--- src/rtl/dac_excitation_sequencer.sv ---
// -----------------------------------------------------------------------------
// dac_excitation_sequencer
//
// Drives dac_controller to produce the EIT sinusoidal excitation current.
// An internal 64-entry signed sine table is stepped at a programmable sample
// rate. Each sample is attenuated by an arithmetic right shift and converted
// to an offset-binary DAC code. Every code is sent with a start_dac/dac_done
// handshake. A burst runs a set number of sine periods, or runs until abort.
// It then ends with one "park" write of midscale, so the electrode current
// returns to zero.
//
// Ports
//   clk, rst      system clock, asynchronous active-high reset
//   start         1-cycle pulse, begins a burst (ignored while busy)
//   abort         1-cycle pulse, ends a burst early (ignored when idle)
//   sample_div    clocks per sample, latched at start, values below 2 act as 2
//   num_cycles    sine periods per burst, latched at start, 0 = until abort
//   amp_shift     attenuation shift, latched at start
//   start_dac     1-cycle transfer request to dac_controller
//   dac_val       code to the DAC, held from start_dac until dac_done
//   dac_done      1-cycle transfer completion from dac_controller
//   busy          high while a burst (including its park write) is active
//   burst_done    1-cycle pulse once the park write has completed
//   overrun       sticky flag, a sample tick was lost; cleared on next start
//   sample_idx    table index of the last issued sample
//   cycle_cnt     sine periods completed in the current burst
// -----------------------------------------------------------------------------
module dac_excitation_sequencer #(
    parameter int DATA_W = 16,
    parameter int LUT_AW = 6,
    parameter int DIV_W  = 16,
    parameter int CYC_W  = 8
) (
    input  logic              clk,
    input  logic              rst,
    input  logic              start,
    input  logic              abort,
    input  logic [DIV_W-1:0]  sample_div,
    input  logic [CYC_W-1:0]  num_cycles,
    input  logic [3:0]        amp_shift,
    output logic              start_dac,
    output logic [DATA_W-1:0] dac_val,
    input  logic              dac_done,
    output logic              busy,
    output logic              burst_done,
    output logic              overrun,
    output logic [LUT_AW-1:0] sample_idx,
    output logic [CYC_W-1:0]  cycle_cnt
);

    localparam logic [DATA_W-1:0] MIDSCALE = {1'b1, {(DATA_W-1){1'b0}}};
    localparam logic [DIV_W-1:0]  MIN_DIV  = DIV_W'(2);

    typedef enum logic [2:0] {
        IDLE,
        ISSUE,
        WAIT_DONE,
        WAIT_TICK,
        PARK,
        PARK_WAIT
    } state_t;

    // First quadrant of the sine, round(32767 * sin(k * pi / 32)), k = 0..16.
    // The other three quadrants are made by mirroring and negation.
    function automatic logic [14:0] quarter_mag(input logic [4:0] k);
        logic [14:0] m;
        case (k)
            5'd0:    m = 15'd0;
            5'd1:    m = 15'd3212;
            5'd2:    m = 15'd6393;
            5'd3:    m = 15'd9512;
            5'd4:    m = 15'd12539;
            5'd5:    m = 15'd15446;
            5'd6:    m = 15'd18204;
            5'd7:    m = 15'd20787;
            5'd8:    m = 15'd23170;
            5'd9:    m = 15'd25329;
            5'd10:   m = 15'd27245;
            5'd11:   m = 15'd28898;
            5'd12:   m = 15'd30273;
            5'd13:   m = 15'd31356;
            5'd14:   m = 15'd32137;
            5'd15:   m = 15'd32609;
            default: m = 15'd32767;
        endcase
        return m;
    endfunction

    // Index bit 4 mirrors inside the half period (the 16 - pos reflection).
    // Index bit 5 selects the negative half.
    function automatic logic signed [15:0] sine_lut(input logic [5:0] i);
        logic [4:0]  k;
        logic [14:0] m;
        k = i[4] ? (5'd16 - {1'b0, i[3:0]}) : {1'b0, i[3:0]};
        m = quarter_mag(k);
        return i[5] ? -$signed({1'b0, m}) : $signed({1'b0, m});
    endfunction

    // The shift result is held in a signed variable before the offset is
    // added. Mixing it with the unsigned constant in one expression would
    // turn the arithmetic shift into a logical shift.
    function automatic logic [15:0] dac_code(input logic [5:0] i, input logic [3:0] sh);
        logic signed [15:0] scaled;
        scaled = sine_lut(i) >>> sh;
        return 16'h8000 + scaled;
    endfunction

    state_t              state, state_n;
    logic [LUT_AW-1:0]   idx, idx_n;
    logic [LUT_AW-1:0]   sample_idx_n;
    logic [CYC_W-1:0]    cycle_cnt_n, cnt_after;
    logic                overrun_n;
    logic [DIV_W-1:0]    timer, timer_n;
    logic                tick_pending, tick_pending_n;
    logic                abort_lat, abort_lat_n;
    logic [DIV_W-1:0]    div_lat, div_n;
    logic [CYC_W-1:0]    ncyc_lat, ncyc_n;
    logic [3:0]          shift_lat, shift_n;
    logic [DATA_W-1:0]   dac_val_n;
    logic                burst_done_n;
    logic                timer_run, tick, wrap, stop_req;

    // State register and all datapath registers. Reset returns the DAC code
    // to midscale immediately, because dac_controller shares this reset.
    always_ff @(posedge clk or posedge rst) begin
        if (rst) begin
            state        <= IDLE;
            idx          <= '0;
            sample_idx   <= '0;
            cycle_cnt    <= '0;
            overrun      <= 1'b0;
            timer        <= '0;
            tick_pending <= 1'b0;
            abort_lat    <= 1'b0;
            div_lat      <= MIN_DIV;
            ncyc_lat     <= '0;
            shift_lat    <= '0;
            dac_val      <= MIDSCALE;
            burst_done   <= 1'b0;
        end else begin
            state        <= state_n;
            idx          <= idx_n;
            sample_idx   <= sample_idx_n;
            cycle_cnt    <= cycle_cnt_n;
            overrun      <= overrun_n;
            timer        <= timer_n;
            tick_pending <= tick_pending_n;
            abort_lat    <= abort_lat_n;
            div_lat      <= div_n;
            ncyc_lat     <= ncyc_n;
            shift_lat    <= shift_n;
            dac_val      <= dac_val_n;
            burst_done   <= burst_done_n;
        end
    end

    // The sample timer runs only while samples are being produced. It does
    // not run in idle or during the park write. A tick that arrives while the
    // FSM is not waiting for one is queued once. A second queued tick is
    // dropped and flagged, so the table index never skips a sample.
    always_comb begin
        timer_run = (state == ISSUE) || (state == WAIT_DONE) || (state == WAIT_TICK);
        tick      = timer_run && (timer == (div_lat - 1'b1));
        wrap      = (idx == {LUT_AW{1'b1}});
        cnt_after = cycle_cnt + {{(CYC_W-1){1'b0}}, wrap};
        stop_req  = abort_lat || abort;
    end

    // Next-state and output decode. The code for the next sample is loaded
    // into dac_val as ISSUE is entered, so it is valid together with start_dac.
    always_comb begin
        state_n        = state;
        idx_n          = idx;
        sample_idx_n   = sample_idx;
        cycle_cnt_n    = cycle_cnt;
        overrun_n      = overrun;
        timer_n        = timer;
        tick_pending_n = tick_pending;
        abort_lat_n    = abort_lat;
        div_n          = div_lat;
        ncyc_n         = ncyc_lat;
        shift_n        = shift_lat;
        dac_val_n      = dac_val;
        burst_done_n   = 1'b0;
        start_dac      = 1'b0;

        if (timer_run) begin
            timer_n = tick ? '0 : timer + 1'b1;
        end

        if (tick && (state != WAIT_TICK)) begin
            if (tick_pending) begin
                overrun_n = 1'b1;
            end else begin
                tick_pending_n = 1'b1;
            end
        end

        if (abort && (state != IDLE)) begin
            abort_lat_n = 1'b1;
        end

        case (state)
            IDLE: begin
                if (start) begin
                    div_n          = (sample_div < MIN_DIV) ? MIN_DIV : sample_div;
                    ncyc_n         = num_cycles;
                    shift_n        = amp_shift;
                    idx_n          = '0;
                    sample_idx_n   = '0;
                    cycle_cnt_n    = '0;
                    overrun_n      = 1'b0;
                    timer_n        = '0;
                    tick_pending_n = 1'b0;
                    abort_lat_n    = 1'b0;
                    dac_val_n      = DATA_W'(dac_code(6'd0, amp_shift));
                    state_n        = ISSUE;
                end
            end
            ISSUE: begin
                start_dac = 1'b1;
                state_n   = WAIT_DONE;
            end
            WAIT_DONE: begin
                if (dac_done) begin
                    cycle_cnt_n = cnt_after;
                    if (((ncyc_lat != '0) && (cnt_after == ncyc_lat)) || stop_req) begin
                        dac_val_n = MIDSCALE;
                        state_n   = PARK;
                    end else begin
                        idx_n   = idx + 1'b1;
                        state_n = WAIT_TICK;
                    end
                end
            end
            WAIT_TICK: begin
                // No transfer is in flight here, so a pending abort can park
                // right away instead of issuing one more sample.
                if (stop_req) begin
                    dac_val_n = MIDSCALE;
                    state_n   = PARK;
                end else if (tick_pending || tick) begin
                    // A queued tick is used first. A tick arriving in the same
                    // cycle takes its place in the queue.
                    tick_pending_n = tick_pending && tick;
                    sample_idx_n   = idx;
                    dac_val_n      = DATA_W'(dac_code(idx, shift_lat));
                    state_n        = ISSUE;
                end
            end
            PARK: begin
                start_dac = 1'b1;
                state_n   = PARK_WAIT;
            end
            PARK_WAIT: begin
                if (dac_done) begin
                    burst_done_n = 1'b1;
                    state_n      = IDLE;
                end
            end
            default: begin
                state_n = IDLE;
            end
        endcase
    end

    // burst_done is registered, so busy falls in the same cycle it pulses.
    assign busy = (state != IDLE);

endmodule

--- config.mk ---
export PLATFORM = sky130hd
export DESIGN_NAME = dac_excitation_sequencer
export DESIGN_NICKNAME = d
export VERILOG_FILES = /design/src/rtl/dac_excitation_sequencer.sv
export SDC_FILE = /design/constraint.sdc
export NUM_CORES = 1
export LEC_CHECK = 0
export BUFFER_PORTS_ARGS = -buffer_cell sky130_fd_sc_hd__buf_2
export CAP_MARGIN = 20
export CORE_UTILIZATION = 44
export DETAILED_ROUTE_END_ITERATION = 12
export HOLD_SLACK_MARGIN = 0.1
export PLACE_DENSITY = 0.6
export SLEW_MARGIN = 30
export SYNTH_ARGS = -nofsm -noshare
export SYNTH_HDL_FRONTEND = slang
export SYNTH_SLANG_ARGS = --single-unit
--- constraint.sdc ---
create_clock -name clk -period 7.4 [get_ports clk]
set_clock_uncertainty 0.1 [all_clocks]
set_input_delay 0.37 -clock clk [delete_from_list [all_inputs] [get_ports clk]]
set_output_delay 0.37 -clock clk [all_outputs]
set_load 0.005 [all_outputs]
==> impl_metrics.json <==
{
  "min_period_ns": 5.033,
  "core_area_um2": 14640,
  "max_cap_viol_count": 0,
  "final_layout_size_suffix_gt1_share_pct": 15.28,
  "mostFrequentLayoutCells": "132 x nand2_1, 84 x dfrtp_1, 81 x nor2_1",
  "antenna_found_initial": 0,
  "ys_ff_latch": 87,
  "die-area_um2": 15660,
  "root_buffer": "clkbuf_16",
  "cts-buffers-inserted": 9,
  "critPathKind": "flop to flop",
  "cts_sinks": 87,
  "final_common_cell": "nand2_1",
  "areaGrowthSynthToFinish_pct": 9.921,
  "io_buffers": 66,
  "diodes": 0,
  "route.met3.wl_um": 991,
  "yosysSeqAreaShare_pct": 32.67,
  "ys_async_sr_fraction_pct": 100.0,
  "drt-initial-drc-count": 547,
  "synth_area_um2": 6671,
  "clk_pin_slew_worst_paths_ns": 0.07,
  "drc": 0,
  "crit_buf_inv": 2,
  "wl_met1_um": 8925,
  "nFillCells": 1470,
  "start_util_pct": 45.56,
  "setup_violations": 0,
  "synth_edf_count": 0,
  "chipHeight_um": 125.1,
  "wire_per_inst_um": 17.80,
  "yosys.area.top_type": "dfrtp_1",
  "ir_worst_vdd_uv": 144.1,
  "drt_wl_total_um": 18420,
  "yosys-top-cells-area": "dfrtp_1 32%, nand2_1 7.5%, xnor2_1 4.6%",
  "io_pins": 67,
  "crit_path_end_kind": "flop",
  "cts_setup_buffers": 0,
  "cp_top_family": "compound AO/OA/AOI/OAI gates",
  "cp.arrival_ns": 5.17,
  "route.met2.wl_um": 8052,
  "core.rowCount": 44,
  "path_cells": "buf_4 -> inv_1 -> ha_1 -> xor2_1 -> a31o_2 -> a21o_1 -> a211oi_1 -> ha_1 -> nand2_1 -> a211o_1 -> o311a_1 -> xor2_1 -> mux2_2 -> o2bb2ai_1 -> or4_1 -> a32o_1",
  "synth_top_area_share_pct": 31.88,
  "dp_hpwl_um": 12980,
  "yosysWarnings": 0,
  "fin_util_pct": 50.08,
  "powerDensity_nw_per_um2": 310.3,
  "min_path_type": "input port to flop",
  "worst_pin_slew_ns": 0.9208,
  "grt_pass1_wl_um": 31200,
  "ctsHtreeMaxLevel": 3,
  "syn-instance-count": 824,
  "leakagePower_nw": 3.224,
  "start_kind": "flop",
  "place_congestion": 0.9334,
  "grtUsageTotal_pct": 24.46,
  "clock_path_buffers": 2,
  "num_vias": 6236,
  "first_pass_iters": 7,
  "grt_max_degree": 73,
  "synth_cell_types": 89,
  "finalHoldViolCount": 0,
  "clk_latency_ns": 0.35,
  "synth_flop_cell": "dfrtp_1",
  "fmax_mhz": 198.7,
  "min_period_over_period_pct": 68.01,
  "path_max_fanout": 40,
  "fp.dieW_um": 125.1,
  "syn_area_per_cell_um2": 8.096,
  "topRoutingLayerUsed": "met4",
  "vias_per_cell": 6.025,
  "slowest_delay_ns": 0.51,
  "cp_slowest_cell": "or4_1",
  "nNetsFinal": 886,
  "grt_pass1_vias": 6019,
  "globalRoute.totalOverflow": 0,
  "outcome": "complete, no violations",
  "cts_tree": "done",
  "ant_nets": 0,
  "syn_nets": 864,
  "slew_headroom_pct": 38.61,
  "finalSetupTns_ns": 0,
  "rsz0062_at_grt": "false",
  "cts_resized": 0,
  "drv_slew": 0,
  "required_ns": 7.53
}
[power breakdown]
| part | internal [mW] | switching, mW |
|---|---|---|
| logic | 0.388 | 0.613 |
| clock network | 0.297 | 0.194 |
| registers | 0.577 | 0.206 |
| total | 1.26 | 1.01 |
[worst reg2reg max path, delay by kind of cell (launching register included)]
kind            cells  cell delay [ns]
fa+ha+maj           2             0.74
buf+inv             2             0.71
simple gates        2             0.59
flops               1             0.32
xor+xnor            2             0.47
mux                 1             0.32
compound gates      7             1.66
[per-layer routing]
metal	global-route usage [%]	up-vias
met1	35.35	2980
li1	-	3028
met5	0	-
met2	36.51	194
met4	8.250	0
met3	4.707	34
[logic make-up after synthesis]
family                   Yosys count  share of synthesized area [%]
AND/OR/NAND/NOR                  351                          24.98
AO/OA/AOI/OAI                    215                          23.26
flip-flops                        87                          32.67
buffers and inverters             83                          5.401
XOR/XNOR                          65                          9.302
multiplexers                      16                          3.076
adder cells (fa/ha/maj)            7                          1.313
[final timing paths]
check | endpoint | depth (start not counted) | startpoint | slack, ns
setup / recovery | dac_val[2]$_DFFE_PP0P_ | 16 | idx[0]$_DFFE_PP0P_ | 2.37
hold / removal | ncyc_lat[4]$_DFFE_PP0P_ | 3 | num_cycles[4] | 0.11
setup reg to reg | dac_val[2]$_DFFE_PP0P_ | 16 | idx[0]$_DFFE_PP0P_ | 2.37
min in group asynchronous | dac_val[7]$_DFFE_PP0P_ | 3 | rst | 0.40
max in group asynchronous | idx[4]$_DFFE_PP0P_ | 4 | rst | 5.82
hold reg to reg | dac_val[3]$_DFFE_PP0P_ | 2 | dac_val[3]$_DFFE_PP0P_ | 0.39
[Yosys cell counts, types with 7 or more instances]
cell and count:
nand2_1 133, dfrtp_1 85, nor2_1 81, o21ai_0 54, a21oi_1 38, clkbuf_1 35
xnor2_1 35, nand3_1 28, xor2_1 27, nor3_1 21, inv_1 20, buf_2 15
and3_1 13, nand4_1 12, a211oi_1 10, nor4_1 10, a22o_1 9, and2_1 9
o211ai_1 9, a211o_1 7, ha_1 7, mux2i_1 7
[through the flow]
stage	std cells	area [µm²]	setup WS, ns	hold slack [ns]	power, mW
3_3_place_gp	1018	6993	2.448	0.2197	1.740
3_5_place_dp	1018	6995	2.297	0.2200	1.770
6_report	1035	7333	2.367	0.1054	2.275
4_1_cts	1035	7321	2.279	0.1009	2.277
2_1_floorplan	824	6671	2.996	0.3635	1.531
5_1_grt	1035	7333	2.078	0.1200	2.448
[timing repair]
action / CTS / global route
hold buffers: 1 / 0
setup endpoints to repair: 0 / 0
endpoints found under the hold margin: 15 / 0
[state kept, by name (all words and copies together), names as in the netlist, 3 cells and up]
register / count
div_lat: 16
sample_idx: 6
state: 3
ncyc_lat: 8
dac_val: 16
shift_lat: 4
timer: 16
idx: 6
cycle_cnt: 8
[layout make-up]
cell class                 instances  area [µm²]  area share [%]
clock buffer                      11       232.7           3.174
inverter                          22       83.83           1.143
tap                              184       230.2           3.139
clock inverter                     5       82.58           1.126
sequential                        87        2181           29.74
multi-input combinational        654        4141           56.48
timing repair buffer              72       381.6           5.204
Note: power is estimated with default switching activity, not from simulation.
